[config.mk]
export PLATFORM = sky130hd
export DESIGN_NAME = riscv_regfile_writeback
export DESIGN_NICKNAME = d
export VERILOG_FILES = /design/src/rtl/riscv_regfile_writeback.sv
export SDC_FILE = /design/constraint.sdc
export NUM_CORES = 1
export LEC_CHECK = 0
export CAP_MARGIN = 20
export CORE_MARGIN = 2
export CORE_UTILIZATION = 34
export CTS_CLUSTER_DIAMETER = 80
export CTS_CLUSTER_SIZE = 14
export DETAILED_ROUTE_END_ITERATION = 7
export HOLD_SLACK_MARGIN = 0.08
export MAX_ROUTING_LAYER = met4
export SLEW_MARGIN = 30
export SYNTH_ARGS = -nofsm -noshare
export SYNTH_HDL_FRONTEND = slang
export SYNTH_SLANG_ARGS = --single-unit
[constraint.sdc]
create_clock -name i_clk -period 10.1 [get_ports i_clk]
set_input_delay 2.525 -clock i_clk [delete_from_list [all_inputs] [get_ports i_clk]]
set_output_delay 2.525 -clock i_clk [all_outputs]
set_load 0.05 [all_outputs]
[src/rtl/riscv_regfile_writeback.sv]
// riscv_regfile_writeback: merges ALU/LSU results into the register-file write port and keeps the pending-rd scoreboard.
// Optional operand forwarding from the write port is enabled by defining RISCV_WB_FWD_EN.
`ifndef XLEN
`define XLEN 32
`endif

module riscv_regfile_writeback (
    input  logic              i_clk,
    input  logic              i_rstn,
    input  logic              i_issue_valid,
    input  logic [4:0]        i_issue_rd_addr,
    input  logic [4:0]        i_rs1_addr,
    input  logic [4:0]        i_rs2_addr,
    output logic              o_rs1_busy,
    output logic              o_rs2_busy,
    output logic              o_rd_busy,
    input  logic              i_alu_valid,
    input  logic [4:0]        i_alu_rd_addr,
    input  logic [`XLEN-1:0]  i_alu_data,
    input  logic              i_lsu_valid,
    output logic              o_lsu_ready,
    input  logic [4:0]        i_lsu_rd_addr,
    input  logic [`XLEN-1:0]  i_lsu_data,
    output logic              o_regfile_rd_wen,
    output logic [4:0]        o_regfile_rd_addr,
    output logic [`XLEN-1:0]  o_regfile_rd_data,
`ifdef RISCV_WB_FWD_EN
    output logic              o_fwd_rs1_hit,
    output logic              o_fwd_rs2_hit,
    output logic [`XLEN-1:0]  o_fwd_rs1_data,
    output logic [`XLEN-1:0]  o_fwd_rs2_data,
`endif
    output logic              o_wb_err
);
    logic [31:0]       r_pending;
    logic [4:0]        r_fifo_addr [2];
    logic [`XLEN-1:0]  r_fifo_data [2];
    logic              r_wptr;
    logic              r_rptr;
    logic [1:0]        r_count;
    logic              r_wen;
    logic [4:0]        r_addr;
    logic [`XLEN-1:0]  r_data;
    logic              r_err;

    logic              w_empty;
    logic              w_push_req;
    logic              w_push;
    logic              w_pop;
    logic              w_sel_valid;
    logic [4:0]        w_sel_addr;
    logic [`XLEN-1:0]  w_sel_data;
    logic              w_sel_wr;
    logic [31:0]       w_clr;
    logic [31:0]       w_set;
    logic [31:0]       w_pend_nxt;
    logic              w_rs1_pend;
    logic              w_rs2_pend;

    assign w_empty     = (r_count == 2'd0);
    assign o_lsu_ready = (r_count != 2'd2);
    assign w_push_req  = i_lsu_valid && o_lsu_ready;

    // Priority: ALU, then oldest queued LSU entry, then a same-cycle LSU result bypassing the FIFO.
    always_comb begin
        w_sel_valid = 1'b0;
        w_sel_addr  = 5'd0;
        w_sel_data  = '0;
        w_pop       = 1'b0;
        w_push      = w_push_req;
        if (i_alu_valid) begin
            w_sel_valid = 1'b1;
            w_sel_addr  = i_alu_rd_addr;
            w_sel_data  = i_alu_data;
        end else if (!w_empty) begin
            w_sel_valid = 1'b1;
            w_sel_addr  = r_fifo_addr[r_rptr];
            w_sel_data  = r_fifo_data[r_rptr];
            w_pop       = 1'b1;
        end else if (w_push_req) begin
            w_sel_valid = 1'b1;
            w_sel_addr  = i_lsu_rd_addr;
            w_sel_data  = i_lsu_data;
            w_push      = 1'b0;
        end
    end

    assign w_sel_wr   = w_sel_valid && (w_sel_addr != 5'd0);
    assign w_clr      = r_wen ? (32'd1 << r_addr) : 32'd0;
    assign w_set      = i_issue_valid ? (32'd1 << i_issue_rd_addr) : 32'd0;
    assign w_pend_nxt = ((r_pending & ~w_clr) | w_set) & ~32'd1;

    assign w_rs1_pend = (i_rs1_addr != 5'd0) && r_pending[i_rs1_addr];
    assign w_rs2_pend = (i_rs2_addr != 5'd0) && r_pending[i_rs2_addr];
    assign o_rd_busy  = (i_issue_rd_addr != 5'd0) && r_pending[i_issue_rd_addr];

`ifdef RISCV_WB_FWD_EN
    assign o_fwd_rs1_hit  = r_wen && (r_addr == i_rs1_addr) && (i_rs1_addr != 5'd0);
    assign o_fwd_rs2_hit  = r_wen && (r_addr == i_rs2_addr) && (i_rs2_addr != 5'd0);
    assign o_fwd_rs1_data = r_data;
    assign o_fwd_rs2_data = r_data;
    assign o_rs1_busy     = w_rs1_pend && !o_fwd_rs1_hit;
    assign o_rs2_busy     = w_rs2_pend && !o_fwd_rs2_hit;
`else
    assign o_rs1_busy     = w_rs1_pend;
    assign o_rs2_busy     = w_rs2_pend;
`endif

    assign o_regfile_rd_wen  = r_wen;
    assign o_regfile_rd_addr = r_addr;
    assign o_regfile_rd_data = r_data;
    assign o_wb_err          = r_err;

    always_ff @(posedge i_clk or negedge i_rstn) begin
        if (!i_rstn) begin
            r_pending <= 32'd0;
            r_wptr    <= 1'b0;
            r_rptr    <= 1'b0;
            r_count   <= 2'd0;
            r_wen     <= 1'b0;
            r_addr    <= 5'd0;
            r_data    <= '0;
            r_err     <= 1'b0;
        end else begin
            r_pending <= w_pend_nxt;
            r_wptr    <= r_wptr ^ w_push;
            r_rptr    <= r_rptr ^ w_pop;
            r_count   <= r_count + {1'b0, w_push} - {1'b0, w_pop};
            r_wen     <= w_sel_wr;
            if (w_sel_valid) begin
                r_addr <= w_sel_addr;
                r_data <= w_sel_data;
            end
            if (w_sel_wr && !r_pending[w_sel_addr])
                r_err <= 1'b1;
        end
    end

    // Storage needs no reset: occupancy alone decides which entries are live.
    always_ff @(posedge i_clk) begin
        if (w_push) begin
            r_fifo_addr[r_wptr] <= i_lsu_rd_addr;
            r_fifo_data[r_wptr] <= i_lsu_data;
        end
    end
endmodule

After elaboration in Yosys (flattened, before gate mapping)
Memory sizes are Yosys's and may differ from the RTL's.
Cells that the tools add are included.
{"block": "classes", "n_bitwise": 5, "multipliers": 0, "div_mod_pow": 0, "n_eq_ne": 1, "addsub": 2, "shift": 2, "n_lt_le_gt_ge": 4, "muxes": 25, "n_reduce_logical": 12}
{"op": "$mux W32", "n": 5}
{"op": "$shl A1 B5 Y32 const A", "n": 2}
{"op": "$and A32 B32 Y32", "n": 1}
{"op": "$not A32 Y32", "n": 1}
{"op": "$or A32 B32 Y32", "n": 1}
{"op": "$lt A5 B6 Y1 const B", "n": 4}
{"op": "$bmux W1 S5", "n": 4}
{"op": "$reduce_bool A5 Y1", "n": 4}
{"op": "$mux W5", "n": 3}
{"op": "$mux W1", "n": 13}
{"op": "$logic_and A1 B1 Y1", "n": 6}
{"op": "$add A2 B1 Y2", "n": 1}
{"op": "$logic_not A2 Y1", "n": 1}
{"op": "$ne A2 B2 Y1 const B", "n": 1}
{"op": "$sub A2 B1 Y2", "n": 1}
{"op": "$xor A1 B1 Y1", "n": 2}
{"op": "$logic_not A1 Y1", "n": 1}
{"block": "word_totals", "ram_bits": 74, "reg_bits": 74, "in_bits": 94, "latch_bits": 0, "wordCells": 61, "n_memories": 2, "output_inout_bits": 43, "mem_bits_ro": 0}
{"name": "r_fifo_data", "depth": 2, "word_bits": 32, "rd": 1, "rd_ports_with_merged_regs": 0, "write_ports": 1, "line_no": "37", "text": "logic [`XLEN-1:0] r_fifo_data [2];"}
{"name": "r_fifo_addr", "depth": 2, "word_bits": 5, "rd": 1, "rd_ports_with_merged_regs": 0, "write_ports": 1, "line_no": "36", "text": "logic [4:0] r_fifo_addr [2];"}

Logic depth before layout (Yosys ltp)
{"block": "logic_depth", "ltp_word": 9, "ltp_mapped": 10, "mapped_depth_nobuf": 9}

Worst setup path before layout
No wires, ideal clock.
{"block": "synth_path", "path_type": "input to output", "start": "input i_issue_rd_addr[0]", "end": "output o_rd_busy", "path_buffers": 2, "arrival_time_ns": 4.535, "required_time_ns": 7.575, "cell_stages": 5, "setup_slack_ns": 3.040, "path_cell_list": "clkbuf_1 -> clkbuf_1 -> mux4_2 -> mux4_2 -> mux2_2"}
{"block": "synth_via", "elab_chain_len": 3, "word_cells_on_any_way": 4, "cone_classes": "2 x mux; 2 x reduce/logical"}
{"item": "from (decl)", "line_no": "11", "text": "input logic [4:0] i_issue_rd_addr,"}
{"item": "$bmux W1 S5", "line_no": "95", "text": "assign o_rd_busy = (i_issue_rd_addr != 5'd0) && r_pending[i_issue_rd_addr];"}
{"item": "$mux W1 (implied by the code)", "line_no": "95"}
{"item": "$logic_and A1 B1 Y1 (*)", "line_no": "95"}
{"item": "to (decl)", "line_no": "16", "text": "output logic o_rd_busy,"}
Every way passes the cells marked *; elsewhere a longest branch is shown, timed or not. The select of a mux whose other input is x is not followed.

Final worst setup path
Same ends and word-level chain as after synthesis.

==> impl_results.md <==
* Biggest area consumer among synthesized cells: edfxtp_1
* Net Switching at approximately 1.1 mW
* Cts hold-fix bufs at 0
* Max clock buf depth at 2
* Worst EP required at 7580 ps
* Setup Crit Path Kind: input pin to primary output
* GR Util All Layers at between 10% and 20%
* Async SR Flop Fraction at around 50%
* Post-Route Utilization at around 45%
* DRC Markers at 0
* Syn-to-layout area delta at 29.73%
* Top cells by area, synth: edfxtp_1 (30%), dfrtp_1 (25%), mux4_2 (8.2%), o21ai_0 (7.0%), mux2i_1 (5.8%)
* Clk pwr share at approximately 22%
* Leakage at between 3 and 4 nW
* Syn_nets at approximately 740
* Die area at 23090 µm²
* Gate power share at around two fifths
* Cell area power density at about 290 nW/µm²
* Antenna violations before repair at 2
* Crit-path cells: clkdlybuf4s50_1, mux4_2, mux4_2, mux2_2, clkdlybuf4s50_1
* Class of the worst hold path: flip-flop to flip-flop
* RSZ-0062 raised after global routing: false
* Hold_sp: o_regfile_rd_data[22]
* Largest net degree at the start of global routing at 75
* Fraction of layout instances using a drive strength above 1 at about an eighth
* H-tree depth at 4
* Final net count at between 800 and 900
* CTS tree: built
* Sequential share of power at between 30% and 40%
* FMAX at 0.1251 GHz
* Status: finished, final reports clean
* Synthesized area per cell at between 10 and 15 µm²
* Initial core utilization at between 30% and 40%
* Die Span X at about 150 µm
* Sw Share at between 40% and 50%
* Vias per cell at 5.403
* Startpoint types: input pin
* Post-Layout Cell Count at approximately 1100
* CP delay by family, top: buffers and inverters
* Fin crit share at between 70% and 80%
* Post-CTS setup buffer count at 0
* Slew headroom at 43.61%
* Final setup vio count at 0
* Cells after Synth at around 640
* Synth Flop Type: edfxtp_1
* Worst-Margin Slew at around 840 ps
* Worst setup EP type: primary output
* Synth Register Bits at approximately 150
* Crit path max-delay cell type: clkdlybuf4s50_1
* Post-DP HPWL at roughly 14000 µm
* Rows at between 50 and 60
* Pre-CTS setup slack at 2103 ps
* Setup TNS at 0 ps
* CP startpoint: i_issue_rd_addr[0]
* Die Span Y at 152.0 µm
* 1st-pass router iterations at 4
* I/O pin total at ~140
* Post-synth cell types at 51
* Sequential area share after synthesis at between 50% and 60%
* Final wirelength at slightly above 20000 µm
* CTS root buf: clkbuf_16
* Worst Skew at around 11 ps
* Origin of the critical flop-to-flop path: r_count[1]
* Yosys top cell area share at slightly below 30%
* Port-buffer cells at roughly 140
* Fin worst setup slack at between 2000 and 2500 ps
* TritonCTS Buffers at 17
* Internal power at 1.675 mW
* Worst EP arrival at around 5500 ps
* Minimum hold slack at 484.0 ps
* 1st-iter DRT viols at 403
* Final count of pins violating max slew at 0
* Via count at 5695
* First-pass GRT wire length at between 30000 and 40000 µm
* Peak VDD IR at ~130 µV
* Reg clk slew, reported paths at approximately 60 ps
* Post-cts sizing count at 0
* Routed wire per std cell at slightly below 20 µm
* Number of flops mapped to enable cells by yosys at 74
* Fin crit period at 7994 ps
* Placed cells at 1020
* Buf+Inv Stages, Crit Path at 2
* Remaining Overflow, GRT at 0
* GPL Wtd Cong at 0.8826
* Synthesized area at roughly 7400 µm²
* Worst-Skew Late Latency at between 400 and 500 ps
* Fin. Hold Viols at 0
* Max_cap viols at 0
* DRT antenna net count at 0
* Clock sink count at roughly 150
* Crit-path max FO at 14
* Synth warn at 0
* Vias in the first global route at 5832
* Core area at 21690 µm²
* Worst path max stage delay at 900 ps
[Yosys cell counts (all sizes together) (3+ instances only)]
library cell and instances:
nand3 9, and3 3, nand2b 5, ha 4
clkbuf 29, dfrtp 74, nor2 41, mux4 27
nand3b 9, a211oi 30, or2 8, nor2b 10
buf 10, o22ai 8, o211ai 4, a22oi 3
edfxtp 74, nand2 56, o21ai 105, mux2 16
mux2i 43, inv 6, a21oi 35
[logic make-up after synthesis]
group / count (synthesis) / synth area share [%]
and+or+nand+nor: 154 / 9.983
buffers and inverters: 45 / 2.420
muxes: 86 / 16.42
AOI/OAI and AO/OA: 197 / 15.43
xor gates and xnor gates: 3 / 0.3530
adders and majority gates: 4 / 0.6723
DFF: 148 / 54.72
[layout make-up]
type                            count  area [µm²]
Clock buffer                       19       432.9
Fill cell                        2020       12030
Timing Repair Buffer              142        1403
Tap cell                          280       350.3
Inverter                            6       22.52
Clock inverter                     13       148.9
Multi-Input combinational cell    444        3221
Antenna cell                        2       5.005
Sequential cell                   148        4075
[layer usage]
layer / global-route usage (%) / routed length (µm) / part of all wire, % / vias up
met5: - / 0 / 0 / -
met4: 7.343 / 614 / 3.0 / 0
met3: 3.908 / 1235 / 6.0 / 38
met2: 27.86 / 9522 / 47 / 224
met1: 24.22 / 9048 / 44 / 2759
li1: - / - / - / 2674
[path summary, 6_finish.rpt]
check | endpoint | slack, ps | cells after the start
worst min register to register | o_regfile_rd_data[22] | 480 | 2
worst min-delay path | o_regfile_rd_data[22] | 480 | 2
worst max-delay path | o_rd_busy | 2110 | 5
min in group asynchronous | r_pending[17] | 2140 | 1
max in group asynchronous | r_rptr | 7440 | 1
worst max register to register | o_regfile_rd_wen | 7170 | 6
[layout by cell type (no fill, tap or decap), types with 2 or more instances in the layout]
cell type        count
mux2i_1             43
ha_1                 2
a311oi_1             2
mux4_2              27
o22ai_1              8
inv_1                6
buf_4                6
o21ai_0            104
or2_2                6
nand3b_1             9
and3_1               3
o211ai_1             4
bufinv_16            2
a221oi_1             2
nand4_1              2
ha_4                 2
a21oi_1             35
a22oi_1              3
nor2_1              41
nand2b_1             5
inv_6                4
xnor2_1              2
edfxtp_1            74
clkbuf_16           17
a211oi_1            29
clkdlybuf4s50_1    134
nand2_1             56
nor2b_1             10
mux2_2              15
and4bb_2             2
diode_2              2
o2bb2ai_1            2
clkinv_4             3
nand3_1              9
dfrtp_1             73
clkbuf_1             2
[flip-flops by register name, summed over array words and instances (netlist names), 2 cells and up]
name,count
r_pending,31
r_fifo_addr,10
r_fifo_data,64
o_regfile_rd_addr,5
o_regfile_rd_data,32
r_count,2
[power groups by stage]
| stage | Clock, mW | Combinational [mW] | Sequential [mW] |
|---|---|---|---|
| 6_report | 0.622 | 1.14 | 1.05 |
| 3_3_place_gp | 0 | 1.13 | 1.05 |
| 5_1_grt | 0.666 | 1.23 | 1.06 |
| 4_1_cts | 0.640 | 1.15 | 1.04 |
| 3_5_place_dp | 0 | 1.15 | 1.04 |
| 2_1_floorplan | 0 | 0.623 | 1.14 |
[metrics by stage]
step | cell area (µm²) | power, mW
after floorplan | 7445 | 1.767
after global placement | 9047 | 2.173
after detailed placement | 9071 | 2.190
after CTS | 9653 | 2.825
after global routing | 9658 | 2.962
final | 9658 | 2.807
[worst register-to-register path, stage by stage, from the launching register on]
cell and delay (ps):
dfrtp_1 460, or2_2 170, buf_4 560, o21ai_0 200, o22ai_1 600, nand2_1 160, or4_1 620
No activity file was read; power rests on OpenSTA's default activity.
